`src/rtl/learn_mode_seq.sv`:
```
// learn_mode_seq: learning-mode song sequencer (cue note, wait for matching key).
// Ports: clk/rst, start, key_valid/key_code, note_index->lib_note/lib_dur,
//   note_to_play/play_note/note_strobe, expect_key, mistakes, elapsed_s,
//   done, grade.
// Optional: define LEARN_HINT_EN to replay a note after 4*lib_dur idle WAIT cycles.
module learn_mode_seq #(
  parameter int NOTE_W   = 4,
  parameter int IDX_W    = 6,
  parameter int DUR_W    = 26,
  parameter int MAX_LEN  = 48,
  parameter int TICK_DIV = 100000000,
  parameter int MISS_W   = 8,
  parameter int GRADE_T0 = 30,
  parameter int GRADE_T1 = 60,
  parameter int GRADE_T2 = 90
) (
  input  logic              clk,
  input  logic              rst,
  input  logic              start,
  input  logic              key_valid,
  input  logic [NOTE_W-1:0] key_code,
  output logic [IDX_W-1:0]  note_index,
  input  logic [NOTE_W-1:0] lib_note,
  input  logic [DUR_W-1:0]  lib_dur,
  output logic [NOTE_W-1:0] note_to_play,
  output logic              play_note,
  output logic              note_strobe,
  output logic              expect_key,
  output logic [MISS_W-1:0] mistakes,
  output logic [15:0]       elapsed_s,
  output logic              done,
  output logic [1:0]        grade
);

  localparam int PRE_W = (TICK_DIV > 1) ? $clog2(TICK_DIV) : 1;

  typedef enum logic [2:0] {
    S_IDLE,
    S_LOAD,
    S_CUE,
    S_WAIT,
    S_DONE
  } state_t;

  state_t            state;
  logic [DUR_W-1:0]  dur_cnt;
  logic [PRE_W-1:0]  pre_cnt;

  logic [DUR_W-1:0]  dur_eff;
  logic              key_hit;
  logic              active;
  logic              sec_tick;
  logic              song_end;
  logic [16:0]       score;
  logic [1:0]        grade_nxt;

  // A zero duration still cues for one cycle.
  assign dur_eff  = (lib_dur == '0) ? DUR_W'(1) : lib_dur;
  assign key_hit  = key_valid && (key_code == lib_note);
  assign active   = (state == S_CUE) || (state == S_WAIT);
  assign sec_tick = (pre_cnt == PRE_W'(TICK_DIV - 1));
  assign song_end = (lib_note == '0) ||
                    (note_index == IDX_W'(MAX_LEN));
  assign score    = {1'b0, elapsed_s} + 17'(mistakes);

  always_comb begin
    grade_nxt = 2'd0;
    if (score < 17'(GRADE_T0))
      grade_nxt = 2'd3;
    else if (score < 17'(GRADE_T1))
      grade_nxt = 2'd2;
    else if (score < 17'(GRADE_T2))
      grade_nxt = 2'd1;
  end

`ifdef LEARN_HINT_EN
  logic [DUR_W+1:0] hint_cnt;
  logic [DUR_W+1:0] hint_lim;

  assign hint_lim = {dur_eff, 2'b00} - (DUR_W+2)'(1);
`endif

  always_ff @(posedge clk or posedge rst) begin
    if (rst) begin
      state        <= S_IDLE;
      dur_cnt      <= '0;
      pre_cnt      <= '0;
      note_index   <= '0;
      note_to_play <= '0;
      play_note    <= 1'b0;
      note_strobe  <= 1'b0;
      expect_key   <= 1'b0;
      mistakes     <= '0;
      elapsed_s    <= '0;
      done         <= 1'b0;
      grade        <= 2'd0;
`ifdef LEARN_HINT_EN
      hint_cnt     <= '0;
`endif
    end else begin
      note_strobe <= 1'b0;

      // Seconds prescaler runs only while a note is cued or awaited.
      if (active) begin
        if (sec_tick) begin
          pre_cnt <= '0;
          if (elapsed_s != 16'hFFFF)
            elapsed_s <= elapsed_s + 16'd1;
        end else begin
          pre_cnt <= pre_cnt + PRE_W'(1);
        end
      end

      unique case (state)
        S_IDLE, S_DONE: begin
          if (start) begin
            state      <= S_LOAD;
            note_index <= '0;
            mistakes   <= '0;
            elapsed_s  <= '0;
            pre_cnt    <= '0;
            done       <= 1'b0;
            grade      <= 2'd0;
          end
        end
        S_LOAD: begin
          if (song_end) begin
            state <= S_DONE;
            done  <= 1'b1;
            grade <= grade_nxt;
          end else begin
            state        <= S_CUE;
            dur_cnt      <= dur_eff;
            play_note    <= 1'b1;
            note_strobe  <= 1'b1;
            note_to_play <= lib_note;
          end
        end
        S_CUE: begin
          if (dur_cnt <= DUR_W'(1)) begin
            state        <= S_WAIT;
            play_note    <= 1'b0;
            note_to_play <= '0;
            expect_key   <= 1'b1;
`ifdef LEARN_HINT_EN
            hint_cnt     <= '0;
`endif
          end else begin
            dur_cnt <= dur_cnt - DUR_W'(1);
          end
        end
        S_WAIT: begin
          if (key_hit) begin
            state      <= S_LOAD;
            expect_key <= 1'b0;
            note_index <= note_index + IDX_W'(1);
          end else begin
            if (key_valid && (mistakes != '1))
              mistakes <= mistakes + MISS_W'(1);
`ifdef LEARN_HINT_EN
            if (hint_cnt == hint_lim) begin
              state        <= S_CUE;
              dur_cnt      <= dur_eff;
              play_note    <= 1'b1;
              note_strobe  <= 1'b1;
              note_to_play <= lib_note;
              expect_key   <= 1'b0;
            end else begin
              hint_cnt <= hint_cnt + (DUR_W+2)'(1);
            end
`endif
          end
        end
        default: state <= S_IDLE;
      endcase
    end
  end

endmodule

```
`config.mk`:
```
export PLATFORM = sky130hd
export DESIGN_NAME = learn_mode_seq
export DESIGN_NICKNAME = d
export VERILOG_FILES = /design/src/rtl/learn_mode_seq.sv
export SDC_FILE = /design/constraint.sdc
export NUM_CORES = 1
export LEC_CHECK = 0
export BUFFER_PORTS_ARGS = -buffer_cell sky130_fd_sc_hd__buf_2
export CORE_MARGIN = 2
export CORE_UTILIZATION = 39
export CTS_BUF_LIST = sky130_fd_sc_hd__clkbuf_4 sky130_fd_sc_hd__clkbuf_8 sky130_fd_sc_hd__clkbuf_16
export DETAILED_ROUTE_END_ITERATION = 16
export PLACE_DENSITY = 0.65
export REMOVE_ABC_BUFFERS = 1
export SYNTH_ARGS = -nofsm -noshare
export SYNTH_HDL_FRONTEND = slang
export SYNTH_SLANG_ARGS = --single-unit
export TNS_END_PERCENT = 5
```
`constraint.sdc`:
```
create_clock -name clk -period 3.5 [get_ports clk]
set_input_delay 0.175 -clock clk [delete_from_list [all_inputs] [get_ports clk]]
set_output_delay 0.175 -clock clk [all_outputs]
set_load 0.01 [all_outputs]
```
* Word-level counts from Yosys, hierarchy flattened
Cells that the tools add are included.
** Word-level totals
- Flip-flop bits (word level) :: 96
- Input port bits :: 38
- Output and inout bits :: 40
- Word-level logic and storage cells :: 103
** Cells by class
- $add $sub $neg :: 6
- $lt $le $gt $ge :: 4
- Equality and inequality tests :: 17
- Mux-type cells :: 45
- Reductions and logical operators :: 19
** Operators with widths (number)
- $mux 27 :: 4
- $mux 16 :: 5
- $mux 26 :: 3
- $pmux 26 s2 :: 1
- $add 27x1->27 const B :: 1
- $eq 27x27->1 const B :: 1
- $le 26x1->1 const B :: 1
- $logic_not 26->1 :: 1
- $sub 26x1->26 const B :: 1
- $mux 8 :: 3
- $reduce_and 3->1 :: 6
- $add 16x8->17 :: 1
- $lt 17x5->1 const B :: 1
- $lt 17x6->1 const B :: 1
- $lt 17x7->1 const B :: 1
- $add 16x1->16 const B :: 1
- $ne 16x16->1 const B :: 1
- $pmux 8 s2 :: 1
- $mux 3 :: 4
- $mux 6 :: 2
- $ne 2x2->1 const B :: 6
- $pmux 3 s4 :: 1
- $pmux 6 s2 :: 1
- $mux 1 :: 9
- other kinds (21) :: 34

* Longest topological paths before layout
Gate-level depths: netlist of the first run.
- Depth after elaboration :: 7
- Gate-level depth with buffers :: 9
- Depth with buffers taken out :: 9

* Least setup slack after synthesis of the first run
OpenSTA, ideal clock, no wires.
- Path kind :: register to register
- From :: register mistakes[5]
- To :: register grade[0]
- Library setup time :: 0.076 ns
- Arrival :: 2.359 ns
- Data required time :: 3.424 ns
- Slack :: 1.065 ns
- Stages on the path, launching flop included :: 10
- Path buffers :: 1
- Period minus slack after synthesis :: 2.435 ns
- Cell sequence :: dfrtp_1 -> ha_1 -> clkbuf_1 -> nand3_1 -> o21bai_1 -> a31oi_1 -> or4_1 -> a2111oi_0 -> o2111ai_1 -> o21ai_1
** Between the ends
- Cells in the longest elaborated chain, start to end :: 7
- Elaborated cells on any way between the ends :: 9
- Classes of those cells :: 1 x add/sub; 3 x order compare; 5 x mux
** Ends and longest elaborated chain
- start, declared :: RTL line 29 : output logic [MISS_W-1:0] mistakes,
- start signal, assigned :: RTL line 159 : mistakes <= mistakes + MISS_W'(1);
- $add 16x8->17 * :: RTL line 64 : assign score = {1'b0, elapsed_s} + 17'(mistakes);
- $lt 17x7->1 :: RTL line 72 : else if (score < 17'(GRADE_T2))
- $mux 1 :: RTL line 72
- $mux 2 :: RTL line 70 : else if (score < 17'(GRADE_T1))
- $mux 2 * :: RTL line 68 : if (score < 17'(GRADE_T0))
- $mux 2 * :: RTL line 127 : if (song_end) begin
- $pmux 2 s2 * :: RTL line 114 : unique case (state)
- end signal, assigned :: RTL line 130 : grade <= grade_nxt;
- end, declared :: RTL line 32 : output logic [1:0] grade
Every way passes the cells marked *; elsewhere a longest branch is shown, timed or not. The select of a mux whose other input is x is not followed.
A chain may end at the register's enable or synchronous reset.

* Worst setup path in the final report of the first run
- From :: register dur_cnt[20]
- To :: register dur_cnt[8]
** Between the ends
- Cells in the longest elaborated chain, start to end :: 3
** Ends and longest elaborated chain
- start, declared :: RTL line 46 : logic [DUR_W-1:0] dur_cnt;
- start signal, assigned :: RTL line 133 : dur_cnt <= dur_eff;
- start signal, assigned :: RTL line 149 : dur_cnt <= dur_cnt - DUR_W'(1);
- $le 26x1->1 :: RTL line 140 : if (dur_cnt <= DUR_W'(1)) begin
- $ne 2x2->1 (no line)
- $reduce_and 3->1 (no line)
Every way passes these cells.

==> results of run 1 <==
cell type report:
type / instances / area, µm² / share of cell area [%]
Clock inverter: 6 / 108 / 1.62
Inverter: 24 / 92.6 / 1.40
Multi-Input combinational cell: 523 / 3090 / 46.6
Clock buffer: 10 / 233 / 3.51
Tap cell: 184 / 230 / 3.47
Sequential cell: 96 / 2400 / 36.2
Timing Repair Buffer: 89 / 475 / 7.17
critical path: stages (launching register included):
cell      delay [ns]
dfrtp_1         0.39
or4_1           0.59
nand2b_1        0.22
nor4_1          0.53
o21a_1          0.68
buf_4           0.27
o21ai_1         0.07
o21ai_1         0.08
cells by family (layout without fill, tap and decap cells):
family | count (synthesis) | in the layout | share of synthesized area (%)
flip-flops | 96 | 96 | 42.2
buffers and inverters | 52 | 129 | 3.56
AND/OR/NAND/NOR | 304 | 304 | 26.3
adder cells (fa/ha/maj) | 15 | 15 | 3.43
XOR/XNOR | 50 | 50 | 7.69
multiplexers | 5 | 5 | 0.923
AO/OA/AOI/OAI | 149 | 149 | 15.9
layer usage:
| metal | part of all wire (%) | GRT usage [%] | up-vias |
|---|---|---|---|
| met5 | 0 | 0 | - |
| met4 | 1.6 | 5.23 | 0 |
| met3 | 5.5 | 4.34 | 24 |
| met2 | 46 | 29.9 | 129 |
| met1 | 47 | 24.4 | 2535 |
| li1 | - | - | 2546 |
cell usage in the layout, fill, tap and decap left out, drive strengths merged, types with 3 or more instances in the layout:
master,Yosys,routed
nor3,30,30
o211ai,3,3
o32ai,6,6
nor2b,4,4
nand2b,4,4
dfrtp,96,96
bufinv,0,3
a22oi,6,6
inv,24,24
or3,12,12
nor4,19,19
nand3,28,28
clkbuf,24,10
or4,5,5
buf,4,89
nor2,84,84
o21ai,56,56
xor2,30,30
xnor2,20,20
a21oi,43,43
a211o,3,3
nand2,74,74
nand4,21,21
a21o,3,3
and3,10,10
ha,14,14
mux2i,3,3
power by group:
group          leakage (µW)  internal, µW  switching (µW)
combinational       0.00159           706            1030
clock              0.000166           704             429
sequential          0.00125          1410             387
total               0.00300          2820            1850
through the flow:
step	total power (µW)	hold slack [ns]
after floorplan	2940	0.297
after global placement	3470	0.433
after detailed placement	3540	0.447
after CTS	4700	0.0675
after global routing	5030	0.0986
final	4670	0.0272
registers in the layout, indices dropped and copies added (netlist names):
| register | count |
|---|---|
| dur_cnt | 26 |
| note_strobe | 1 |
| play_note | 1 |
| note_index | 6 |
| state | 3 |
| elapsed_s | 16 |
| pre_cnt | 27 |
| note_to_play | 4 |
| mistakes | 8 |
| expect_key | 1 |
| grade | 2 |
| done | 1 |
final timing paths:
| path | startpoint | end | slack [ns] | cells past startpoint |
|---|---|---|---|---|
| worst min register to register | expect_key | expect_key | 0.48 | 1 |
| worst min-delay path | rst | pre_cnt[26] | 0.03 | 2 |
| worst max register to register | dur_cnt[20] | dur_cnt[8] | 0.60 | 7 |
| min in group clk | lib_note[0] | note_to_play[0] | 0.09 | 3 |
| max in group asynchronous | rst | elapsed_s[4] | 2.69 | 3 |
| worst max-delay path | dur_cnt[20] | dur_cnt[8] | 0.60 | 7 |
==> results.sh, run 1 <==
export IMPL_grt_max_degree=73
export IMPL_gp_congestion=0.852
export IMPL_tns_ns=0
export IMPL_fin_ws_ns=0.598
export IMPL_n_antenna_cell=0
export IMPL_relSlewSlack_pct=27.7
export IMPL_num_vias=5234
export IMPL_cts_hold_buf=0
export IMPL_dp_cells=916
export IMPL_drc=0
export IMPL_synth_most_common_cell="dfrtp_1"
export IMPL_vdd_drop_max_mv=0.344
export IMPL_crit_arrival_ns=3.18
export IMPL_synthCells=671
export IMPL_die_area_um2=15600
export IMPL_post_cts_buffers=0
export IMPL_nNetsFinal=796
export IMPL_grt_pass1_wl_um=23900
export IMPL_firstDrtPassIters=5
export IMPL_required_ns=3.78
export IMPL_cts_root_buffer="clkbuf_16"
export IMPL_ys_ff_latch=96
export IMPL_rsz0062_at_grt="false"
export IMPL_syn_avg_cell_area_um2=8.48
export IMPL_cap_violations=0
export IMPL_async_flop_share_pct=100
export IMPL_critPathCaptureType="register"
export IMPL_drive_above_1_share_pct=15.9
export IMPL_ys_types=61
export IMPL_core_um2=14400
export IMPL_worstMarginPinSlew_ns=1.08
export IMPL_synth_top_flop_cell="dfrtp_1"
export IMPL_clockBufferDepth=2
export IMPL_htree_levels=3
export IMPL_finish_instance_area_um2=6630
export IMPL_pre_cts_slack_ns=0.642
export IMPL_hold_viol_final=0
export IMPL_fillers=1459
export IMPL_fin_crit_sh_pct=82.9
export IMPL_hold_class="input port to asynchronous set/reset pin"
export IMPL_status="complete, no violations"
export IMPL_synth_cells_most_frequent="96 x dfrtp_1, 84 x nor2_1, 74 x nand2_1, 43 x a21oi_1"
export IMPL_critical_path_peak_fanout=22
export IMPL_clk_pin_slew_ns=0.07
export IMPL_p_leak_uw=0.00300
export IMPL_floorplan_rows=44
export IMPL_synth_top_area_share_pct=42.2
export IMPL_seq_area_frac_synth_pct=42.2
export IMPL_numCtsBuffers=9
export IMPL_synth_edf_count=0
export IMPL_vias_per_cell=5.62
export IMPL_wl_per_cell_um=15.1
export IMPL_routed_wl_um=14100
export IMPL_drt_iter0_markers=383
export IMPL_finalNonFillerCells=932
export IMPL_area_growth_pct=16.5
export IMPL_timing_fmax_mhz=345
export IMPL_synth_area_top_cells="dfrtp_1 42%, nor2_1 5.5%, nand2_1 4.9%, xor2_1 4.6%, a21oi_1 3.8%"
export IMPL_finalCriticalPeriod_ns=2.90
export IMPL_critPathKind="register to register"
export IMPL_die_y_um=125
export IMPL_post_dp_cell_area_um2=6290
export IMPL_io_pins=78
export IMPL_die_w_um=125
export IMPL_yosysWarnings=0
export IMPL_grt_ovfl_total=0
export IMPL_initial_core_util_pct=39.5
export IMPL_yosys_area_top_type="dfrtp_1"
export IMPL_ctsResizeCount=0
export IMPL_tritoncts="yes"
export IMPL_clock_latency_ns=0.35
export IMPL_post_route_util_pct=46.0
export IMPL_powerDensity_nw_per_um2=705
export IMPL_grt_pass1_vias=5061
export IMPL_final_antenna_net_count=0
export IMPL_cp_start_kind="register"
export IMPL_clock_sinks=96
export IMPL_numPortBuffers=77
export IMPL_grt_usage_pct=18.3
export IMPL_setup_violations_final=0
export IMPL_place_hpwl_um=10100
export IMPL_fin_skew_ns=0.00830
export IMPL_synth_area_um2=5690
export IMPL_antenna_found_initial=0
export IMPL_slew_violations=0
Power figures use the tool's default switching activity.
==> inputs of run 2 (changes only) <==
==> constraint.sdc (replaced) <==
create_clock -name clk -period 3.02 [get_ports clk]
set_input_delay 0.151 -clock clk [delete_from_list [all_inputs] [get_ports clk]]
set_output_delay 0.151 -clock clk [all_outputs]
set_load 0.01 [all_outputs]
==> results.sh, run 2 (synthesis gave the netlist of run 1 again) <==
export IMPL_layout_common_cells="96 x dfrtp_1, 83 x nor2_1, 77 x buf_2"
export IMPL_critical_path_peak_fanout=7
export IMPL_whs_endpoint="note_to_play[0]"
export IMPL_grt_pass1_wl_um=24100
export IMPL_wl_per_cell_um=15.3
export IMPL_required_ns=3.29
export IMPL_cpPeakStageDelay_ns=0.49
export IMPL_num_vias=5236
export IMPL_vdd_drop_max_mv=0.435
export IMPL_crit_buf_inv=1
export IMPL_cp_start_kind="register"
export IMPL_r2r_start="mistakes[1]"
export IMPL_pwr_share_clk_pct=19.9
export IMPL_drt_iter0_markers=269
export IMPL_tritoncts="yes"
export IMPL_hold_class="input port to register"
export IMPL_power_switching_uw=2150
export IMPL_rsz0062_at_grt="false"
export IMPL_final_common_cell="dfrtp_1"
export IMPL_grt_ovfl_total=0
export IMPL_ctsResizeCount=0
export IMPL_pwr_share_comb_pct=39.9
export IMPL_final_antenna_net_count=0
export IMPL_antenna_found_initial=0
export IMPL_n_antenna_cell=0
export IMPL_clk_pin_slew_ns=0.07
export IMPL_cts_root_buffer="clkbuf_16"
export IMPL_drive_above_1_share_pct=16.0
export IMPL_tns_ns=0
export IMPL_floorplan_rows=44
export IMPL_grt_max_degree=52
export IMPL_largest_register_ffs=27
export IMPL_dp_cells=920
export IMPL_place_hpwl_um=10200
export IMPL_numCtsBuffers=9
export IMPL_clock_latency_ns=0.34
export IMPL_vias_per_cell=5.61
export IMPL_r2r_end="grade[1]"
export IMPL_setup_violations_final=0
export IMPL_die_area_um2=15600
export IMPL_numPortBuffers=77
export IMPL_largest_register="pre_cnt"
export IMPL_slowest_stage="fa_1"
export IMPL_r2r_cells=9
export IMPL_nNetsFinal=801
export IMPL_routed_wl_um=14300
export IMPL_relSlewSlack_pct=34.0
export IMPL_die_y_um=125
export IMPL_area_growth_pct=16.0
export IMPL_fin_crit_sh_pct=87.8
export IMPL_critPathKind="register to register"
export IMPL_power_frac_seq_pct=40.2
export IMPL_grt_pass1_vias=4969
export IMPL_status="complete, no violations"
export IMPL_initial_core_util_pct=39.5
export IMPL_critPathCaptureType="register"
export IMPL_grt_usage_pct=18.6
export IMPL_whs_ns=0.0630
export IMPL_core_um2=14400
export IMPL_die_w_um=125
export IMPL_fin_skew_ns=0.0122
export IMPL_post_route_util_pct=45.8
export IMPL_clockBufferDepth=2
export IMPL_crit_arrival_ns=2.92
export IMPL_p_leak_uw=0.00300
export IMPL_timing_fmax_mhz=377
export IMPL_finalCriticalPeriod_ns=2.65
export IMPL_worstPathCellList="inv_1 -> fa_1 -> nor2b_1 -> o21bai_1 -> a31oi_1 -> mux2_2 -> o221ai_1 -> o2111ai_1 -> o21ai_1"
export IMPL_clock_sinks=96
export IMPL_r2r_slack_ns=0.37
export IMPL_critPathTopFamily="compound AO/OA/AOI/OAI gates"
export IMPL_drc=0
export IMPL_power_internal_uw=3040
export IMPL_htree_levels=3
export IMPL_finalNonFillerCells=934
export IMPL_powerDensity_nw_per_um2=786
export IMPL_total_power_uw=5190
export IMPL_firstDrtPassIters=5
export IMPL_hold_depth=3
export IMPL_cap_violations=0
export IMPL_slew_violations=0
export IMPL_hold_viol_final=0
export IMPL_worstMarginPinSlew_ns=0.990
export IMPL_io_pins=78
export IMPL_largestRegisters="pre_cnt: 27 flops, dur_cnt: 26 flops, elapsed_s: 16 flops"
export IMPL_worstHoldStart="lib_note[0]"
export IMPL_gp_congestion=0.876
export IMPL_switching_share_pct=41.4
run 2: final cells by class:
| type | count | area [µm²] |
|---|---|---|
| tap | 184 | 230 |
| sequential | 96 | 2400 |
| clock inverter | 3 | 18.8 |
| clock buffer | 10 | 239 |
| multi-input combinational | 523 | 3090 |
| timing repair buffer | 94 | 528 |
| fill | 1421 | 7820 |
| inverter | 24 | 92.6 |
run 2: metal layers:
metal  routed length, µm  up-vias  track usage (%)  share of wire [%]
li1                    -     2552                -                  -
met1                6660     2507             25.1                 47
met2                6770      159             30.7                 47
met3                 713       18             4.21                5.0
met4                 169        0             4.38                1.2
met5                   0        -                0                  0
run 2: worst max path at each step:
stage,from,to,slack [ns],depth (start not counted)
after CTS,mistakes[1],grade[0],0.37,9
after detailed placement,mistakes[1],grade[0],0.37,9
after global placement,mistakes[1],grade[0],0.49,9
after floorplan,state[1],dur_cnt[16],0.07,6
final,mistakes[1],grade[1],0.37,9
after global routing,mistakes[1],grade[0],0.06,9
run 2: per-stage QoR:
step	cell area [µm²]	setup WS, ns
2_1_floorplan	5580	0.0702
3_3_place_gp	6330	0.487
3_5_place_dp	6330	0.371
4_1_cts	6600	0.368
5_1_grt	6600	0.0570
6_report	6600	0.370
run 2: worst min-delay path, stage by stage:
cell     delay [ns]
buf_2          0.12
nand2_1        0.05
o21ai_1        0.05
run 2: what timing repair did:
action | 4_1_cts | 5_1_grt
hold buffers | 1 | 0
endpoints found under the hold margin | 49 | 0
buffers inserted | 0 | 0
run 2: power groups by stage:
| stage | logic, µW | clock network [µW] | registers (µW) |
|---|---|---|---|
| final | 2070 | 1030 | 2080 |
| after global routing | 2340 | 1120 | 2140 |
| after CTS | 2060 | 1060 | 2070 |
| after detailed placement | 2050 | 0 | 2090 |
| after global placement | 1980 | 0 | 2070 |
| after floorplan | 1360 | 0 | 2050 |
